`src/rtl/fir_axil_ctrl.sv`:
```
// AXI-Lite control/configuration slave for the FIR engine.
// Holds the control register, the data-length register and the tap-coefficient
// file, issues a one-cycle start pulse to the datapath and collects its
// completion pulse. Taps are also exposed on a combinational lookup port.
module fir_axil_ctrl #(
  parameter int unsigned pADDR_WIDTH = 12,
  parameter int unsigned pDATA_WIDTH = 32,
  parameter int unsigned NUM_TAPS    = 11
) (
  input  logic                   wb_clk_i,
  input  logic                   wb_rst_i,
  // write-address channel
  input  logic                   awvalid,
  output logic                   awready,
  input  logic [pADDR_WIDTH-1:0] awaddr,
  // write-data channel
  input  logic                   wvalid,
  output logic                   wready,
  input  logic [pDATA_WIDTH-1:0] wdata,
  // read-address channel
  input  logic                   arvalid,
  output logic                   arready,
  input  logic [pADDR_WIDTH-1:0] araddr,
  // read-data channel
  output logic                   rvalid,
  input  logic                   rready,
  output logic [pDATA_WIDTH-1:0] rdata,
  // FIR datapath side
  output logic                   core_start,
  input  logic                   core_done,
  output logic [pDATA_WIDTH-1:0] data_length,
  input  logic [3:0]             coef_idx,
  output logic [pDATA_WIDTH-1:0] coef_data
);

  // Registers are decoded on the word address; addr[1:0] is ignored.
  localparam int unsigned WordW = pADDR_WIDTH - 2;
  localparam logic [WordW-1:0] CtrlWord = WordW'(0);
  localparam logic [WordW-1:0] LenWord  = WordW'(4);
  localparam int unsigned TapBase = 8;

  typedef enum logic {StIdle, StRun} ctrl_state_e;
  typedef enum logic {StRdIdle, StRdData} rd_state_e;

  // Write holding registers
  logic                   aw_held_q;
  logic                   w_held_q;
  logic [WordW-1:0]       aw_word_q;
  logic [pDATA_WIDTH-1:0] wdata_q;
  logic                   wr_commit;

  // Control state
  ctrl_state_e            ctrl_state_q, ctrl_state_d;
  logic                   ap_start_q, ap_start_d;
  logic                   ap_done_q, ap_done_d;
  logic                   ap_idle;

  // Configuration storage
  logic [pDATA_WIDTH-1:0] data_length_q;
  logic [pDATA_WIDTH-1:0] taps_q [NUM_TAPS];
  logic                   cfg_we;

  // Read path
  rd_state_e              rd_state_q, rd_state_d;
  logic [pDATA_WIDTH-1:0] rdata_q, rdata_d;
  logic                   rd_ctrl_q, rd_ctrl_d;
  logic [WordW-1:0]       ar_word;
  logic [pDATA_WIDTH-1:0] rd_mux;
  logic                   rd_done_ctrl;

  logic unused_addr_lsbs;
  assign unused_addr_lsbs = ^{awaddr[1:0], araddr[1:0]};

  assign awready   = ~aw_held_q;
  assign wready    = ~w_held_q;
  assign wr_commit = aw_held_q & w_held_q;

  assign ap_idle    = (ctrl_state_q == StIdle);
  assign core_start = ap_start_q;
  // Config writes are only honoured while fully idle with no start pending.
  assign cfg_we     = wr_commit & ap_idle & ~ap_start_q;

  assign arready      = (rd_state_q == StRdIdle);
  assign rvalid       = (rd_state_q == StRdData);
  assign rdata        = rdata_q;
  assign rd_done_ctrl = rvalid & rready & rd_ctrl_q;
  assign ar_word      = araddr[pADDR_WIDTH-1:2];

  assign data_length = data_length_q;

  // Capture AW and W independently; both flags drop on the commit edge.
  always_ff @(posedge wb_clk_i) begin
    if (!wb_rst_i) begin
      aw_held_q <= 1'b0;
      w_held_q  <= 1'b0;
      aw_word_q <= '0;
      wdata_q   <= '0;
    end else if (wr_commit) begin
      aw_held_q <= 1'b0;
      w_held_q  <= 1'b0;
    end else begin
      if (awvalid && awready) begin
        aw_held_q <= 1'b1;
        aw_word_q <= awaddr[pADDR_WIDTH-1:2];
      end
      if (wvalid && wready) begin
        w_held_q <= 1'b1;
        wdata_q  <= wdata;
      end
    end
  end

  // Data-length and tap register file updates.
  always_ff @(posedge wb_clk_i) begin
    if (!wb_rst_i) begin
      data_length_q <= '0;
      for (int unsigned i = 0; i < NUM_TAPS; i++) begin
        taps_q[i] <= '0;
      end
    end else if (cfg_we) begin
      if (aw_word_q == LenWord) begin
        data_length_q <= wdata_q;
      end
      for (int unsigned i = 0; i < NUM_TAPS; i++) begin
        if (aw_word_q == WordW'(TapBase + i)) begin
          taps_q[i] <= wdata_q;
        end
      end
    end
  end

  // Control FSM state register.
  always_ff @(posedge wb_clk_i) begin
    if (!wb_rst_i) begin
      ctrl_state_q <= StIdle;
      ap_start_q   <= 1'b0;
      ap_done_q    <= 1'b0;
    end else begin
      ctrl_state_q <= ctrl_state_d;
      ap_start_q   <= ap_start_d;
      ap_done_q    <= ap_done_d;
    end
  end

  // Control FSM next state: start launches a run, done returns to idle.
  always_comb begin
    ctrl_state_d = ctrl_state_q;
    ap_start_d   = ap_start_q;
    ap_done_d    = ap_done_q;
    // Clear first so a coincident set below wins.
    if (rd_done_ctrl) begin
      ap_done_d = 1'b0;
    end
    unique case (ctrl_state_q)
      StIdle: begin
        if (ap_start_q) begin
          ap_start_d   = 1'b0;
          ctrl_state_d = StRun;
        end else if (wr_commit && (aw_word_q == CtrlWord) && wdata_q[0]) begin
          ap_start_d = 1'b1;
        end
      end
      StRun: begin
        if (core_done) begin
          ap_done_d    = 1'b1;
          ctrl_state_d = StIdle;
        end
      end
    endcase
  end

  // Read data selection from the current (pre-write) register values.
  always_comb begin
    rd_mux = '0;
    if (ar_word == CtrlWord) begin
      rd_mux[2:0] = {ap_idle, ap_done_q, ap_start_q};
    end else if (ar_word == LenWord) begin
      rd_mux = data_length_q;
    end else begin
      for (int unsigned i = 0; i < NUM_TAPS; i++) begin
        if (ar_word == WordW'(TapBase + i)) begin
          rd_mux = ap_idle ? taps_q[i] : '1;
        end
      end
    end
  end

  // Read FSM next state: register data on AR, hold until rready.
  always_comb begin
    rd_state_d = rd_state_q;
    rdata_d    = rdata_q;
    rd_ctrl_d  = rd_ctrl_q;
    unique case (rd_state_q)
      StRdIdle: begin
        if (arvalid) begin
          rd_state_d = StRdData;
          rdata_d    = rd_mux;
          rd_ctrl_d  = (ar_word == CtrlWord);
        end
      end
      StRdData: begin
        if (rready) begin
          rd_state_d = StRdIdle;
        end
      end
    endcase
  end

  // Read FSM state register.
  always_ff @(posedge wb_clk_i) begin
    if (!wb_rst_i) begin
      rd_state_q <= StRdIdle;
      rdata_q    <= '0;
      rd_ctrl_q  <= 1'b0;
    end else begin
      rd_state_q <= rd_state_d;
      rdata_q    <= rdata_d;
      rd_ctrl_q  <= rd_ctrl_d;
    end
  end

  // Combinational tap lookup for the datapath; out-of-range index reads 0.
  always_comb begin
    coef_data = '0;
    for (int unsigned i = 0; i < NUM_TAPS; i++) begin
      if (coef_idx == 4'(i)) begin
        coef_data = taps_q[i];
      end
    end
  end

endmodule

```
`config.mk`:
```
export PLATFORM = sky130hd
export DESIGN_NAME = fir_axil_ctrl
export DESIGN_NICKNAME = d
export VERILOG_FILES = /design/src/rtl/fir_axil_ctrl.sv
export SDC_FILE = /design/constraint.sdc
export NUM_CORES = 1
export LEC_CHECK = 0
export ABC_AREA = 0
export CORE_MARGIN = 5
export CORE_UTILIZATION = 35
export DETAILED_ROUTE_END_ITERATION = 16
export MAX_ROUTING_LAYER = met4
export PLACE_DENSITY_LB_ADDON = 0.15
export SYNTH_ARGS = -nofsm -noshare
export SYNTH_HDL_FRONTEND = slang
export SYNTH_SLANG_ARGS = --single-unit
export TNS_END_PERCENT = 1
```
`constraint.sdc`:
```
create_clock -name wb_clk_i -period 3.1 [get_ports wb_clk_i]
set_clock_uncertainty 0.05 [all_clocks]
set_input_delay 0.465 -clock wb_clk_i [delete_from_list [all_inputs] [get_ports wb_clk_i]]
set_output_delay 0.465 -clock wb_clk_i [all_outputs]
set_load 0.02 [all_outputs]
```
==> flow_summary.yaml <==
status:
  status: "finished with violations"
  violations: "setup timing"
worst_setup_path:
  cp_slowest_stage_delay_ps: 400
  critPathCaptureType: "output pin"
  cp.buffers_inverters: 6
  regToRegStartpoint: "aw_word_q[5]"
  slowest_stage: "clkdlybuf4s50_1"
  cp_max_fo: 7
  critPathMostFrequentCell: "buf_4"
  crit_path_start_kind: "input port"
  r2r_slack_ps: 580
  path_delay_family: "buffers and inverters"
  rr_worst_depth: 6
  crit_chain: "clkdlybuf4s50_1 > buf_4 > buf_4 > nor2_4 > buf_4 > o21ai_0 > o22ai_1 > o21ai_0 > a211oi_2 > buf_4 > buf_4"
  worstPathArrival_ps: 2620
  critical_path_depth: 11
  cp_data_required_time_ps: 2580
  path_class: "input port to output pin"
  r2r_end: "taps_q[2][9]"
yosys:
  synth_edf_count: 352
  syn_inst: 2382
  syn-num-nets: 2449
  syn_area_per_cell_um2: 9.72
  ys_seq_area_share_pct: 55.4
  synth_seq_cells: 465
  async_reset_ff_share_pct: 0
  synthesis.area_um2: 23200
  ys.flop_type: "edfxtp_1"
  synth.distinct_cells: 70
  yosys_warnings: 0
sta:
  period_needed_ps: 3130
  finalSetupViolCount: 4
  tightest_slew_ps: 706
  worst_slack_ps: -30.6
  finalCritPeriodShare_pct: 101
  slew_headroom_pct: 53.0
  maxSlewViolCount: 0
  max_freq_mhz: 319
  hold_violations: 0
  rsz0062_at_grt: "yes"
  fin_setup_tns_ps: -55.6
  hold_ws_ps: 341
power_and_ir_drop:
  power.share.sequential_pct: 47.3
  p_clk_share_pct: 41.7
  p_per_area_nw_per_um2: 517
  p_int_mw: 11.1
  p_leak_nw: 10.0
  p_switching_mw: 3.82
  power_switching_share_pct: 25.6
  peakVddDrop_mv: 0.434
  p_comb_share_pct: 11.0
drt:
  detail_route.wl_per_cell_um: 29.6
  via_per_inst: 6.18
  first_pass_iters: 5
  antenna_left: 0
  drt-initial-drc-count: 2656
  routed-via-count: 21600
  wirelength_um: 103000
  drc: 0
grt:
  gr-usage-all-layers_pct: 28.6
  globalRouteOverflowTotal: 0
  antenna_found_initial: 1
  grt_max_degree: 98
  grt_pass1_wl_um: 146000
  grt_pass1_vias: 21200
min_path:
  whs_path_depth: 3
  hold_class: "input port to flop"
  hp-start: "wdata[27]"
  worstHoldEndpoint: "wdata_q[27]"
floorplanning:
  die_w_um: 267
  initial_core_util_pct: 35.2
  coreArea_um2: 65700
  ioPinCount: 168
  die_h_um: 267
  placementRows: 94
  die_area_um2: 71400
clock_network:
  clock_path_buffers: 3
  h-tree-depth: 2
  cts_tree: "yes"
  cts_sinks: 465
  path_clk_slew_ps: 60
  cts_setup_buffers: 0
  clock-root-buffer: "clkbuf_16"
  clk_latency_ps: 620
  cts_inserted_buffers: 52
  cts_hold_buf: 0
final_layout:
  final-seq-area_um2: 12800
  multi_input_area_um2: 9370
  n_fill_cell: 6240
  layout-drive-gt1-share_pct: 17.5
  area_delta_synth_final_pct: 24.4
  fin_nets: 2648
job:
  cap_violations: 0
placement:
  io_buffers: 163
  gp_congestion: 0.940
  dp_hpwl_um: 66200
[sequential cells by signal, summed over array words and instances (netlist names)]
signal / cells
rdata: 32
aw_word_q: 10
taps_q: 352
w_held_q: 1
ctrl_state_q: 1
rd_ctrl_q: 1
aw_held_q: 1
ap_done_q: 1
data_length: 32
core_start: 1
rvalid: 1
wdata_q: 32
[power by group through the flow]
stage          combinational, mW  clock [mW]  sequential [mW]
6_report                    1.64        6.21             7.05
5_1_grt                     1.71        6.49             7.06
4_1_cts                     1.61        6.28             7.04
3_5_place_dp                1.61           0             7.18
3_3_place_gp                1.60           0             7.17
2_1_floorplan              0.791           0             7.11
[synthesized netlist by cell type, types with 22 or more instances]
master	number	share of area, %
a211oi_1	91	2.9
a21oi_1	198	4.3
a22o_1	22	0.83
a22oi_1	30	0.97
a311oi_1	29	1.1
buf_2	23	0.50
clkbuf_1	194	3.1
dfxtp_1	113	9.8
edfxtp_1	352	46
inv_1	43	0.70
mux2_2	55	2.7
mux2i_1	36	1.6
nand2_1	283	4.6
nor2_1	379	6.1
nor2b_1	41	1.1
nor3_1	43	0.93
nor4_1	117	3.2
o21ai_0	77	1.7
o22ai_1	82	2.2
[area by class of cell]
cell class / count / share of cell area [%]
Tap cell: 864 / 3.75
Clock buffer: 82 / 5.41
Timing Repair Buffer: 385 / 12.7
Inverter: 45 / 0.608
Multi-Input combinational cell: 1632 / 32.5
Clock inverter: 15 / 0.447
Antenna cell: 2 / 0.0174
Sequential cell: 465 / 44.5
[through the flow]
| step | utilization, % | cells | power (mW) | setup WS (ps) | area (um^2) |
|---|---|---|---|---|---|
| floorplan | - | 2382 | 7.90 | 223 | 23200 |
| detailed placement | 41.1 | 3391 | 8.78 | -647 | 27000 |
| finish | 43.8 | 3490 | 14.9 | -30.6 | 28800 |
| CTS | 43.8 | 3488 | 14.9 | -242 | 28800 |
| global route | 43.8 | 3489 | 15.3 | -114 | 28800 |
| global placement | 41.1 | 3391 | 8.77 | -700 | 27000 |
[per-layer routing]
metal | track usage, % | share of wire (%)
met5 | - | 0
met4 | 14.7 | 6.2
met3 | 5.15 | 9.5
met2 | 43.7 | 45
met1 | 36.5 | 40
[cell usage in the layout (no fill, tap or decap), types with 12 or more instances in the layout]
cell and n:
nor2_1 376, edfxtp_1 352, nand2_1 270, buf_4 201, a21oi_1 197, clkdlybuf4s50_1 126, nor4_1 116, dfxtp_1 113
o22ai_1 81, a211oi_1 81, o21ai_0 72, mux2_2 55, clkbuf_16 55, inv_1 43, nor3_1 42, nor2b_1 39
mux2i_1 36, buf_12 36, a22oi_1 30, a311oi_1 29, o21ai_1 22, a22o_1 22, clkbuf_1 19, nand2_2 12
[worst max-delay path by stage]
stage	slack, ps	end	from
final	-30	coef_data[10]	coef_idx[3]
after global routing	-110	coef_data[10]	coef_idx[3]
after CTS	-240	coef_data[17]	coef_idx[3]
after detailed placement	-650	coef_data[1]	coef_idx[3]
after global placement	-700	coef_data[1]	coef_idx[3]
after floorplan	220	coef_data[10]	coef_idx[0]
[cells by family after synthesis]
kind of cell              after synthesis  synth area share [%]
xor gates and xnor gates                1                0.0378
buffers and inverters                 285                  4.95
DFF                                   465                  55.4
muxes                                  97                  4.81
and+or+nand+nor                       932                  18.1
AOI/OAI and AO/OA                     602                  16.7
[worst min-delay path, stage by stage]
cell,delay (ps)
clkdlybuf4s50_1,390
nand2_1,60
a21oi_1,50
[timing repair]
item                                   4_1_cts  5_1_grt
endpoints found under the hold margin        0        0
gates resized for setup                     45       38
setup endpoints to repair                   31       26
pin swaps                                    5        6
No activity file was read; power rests on OpenSTA's default activity.
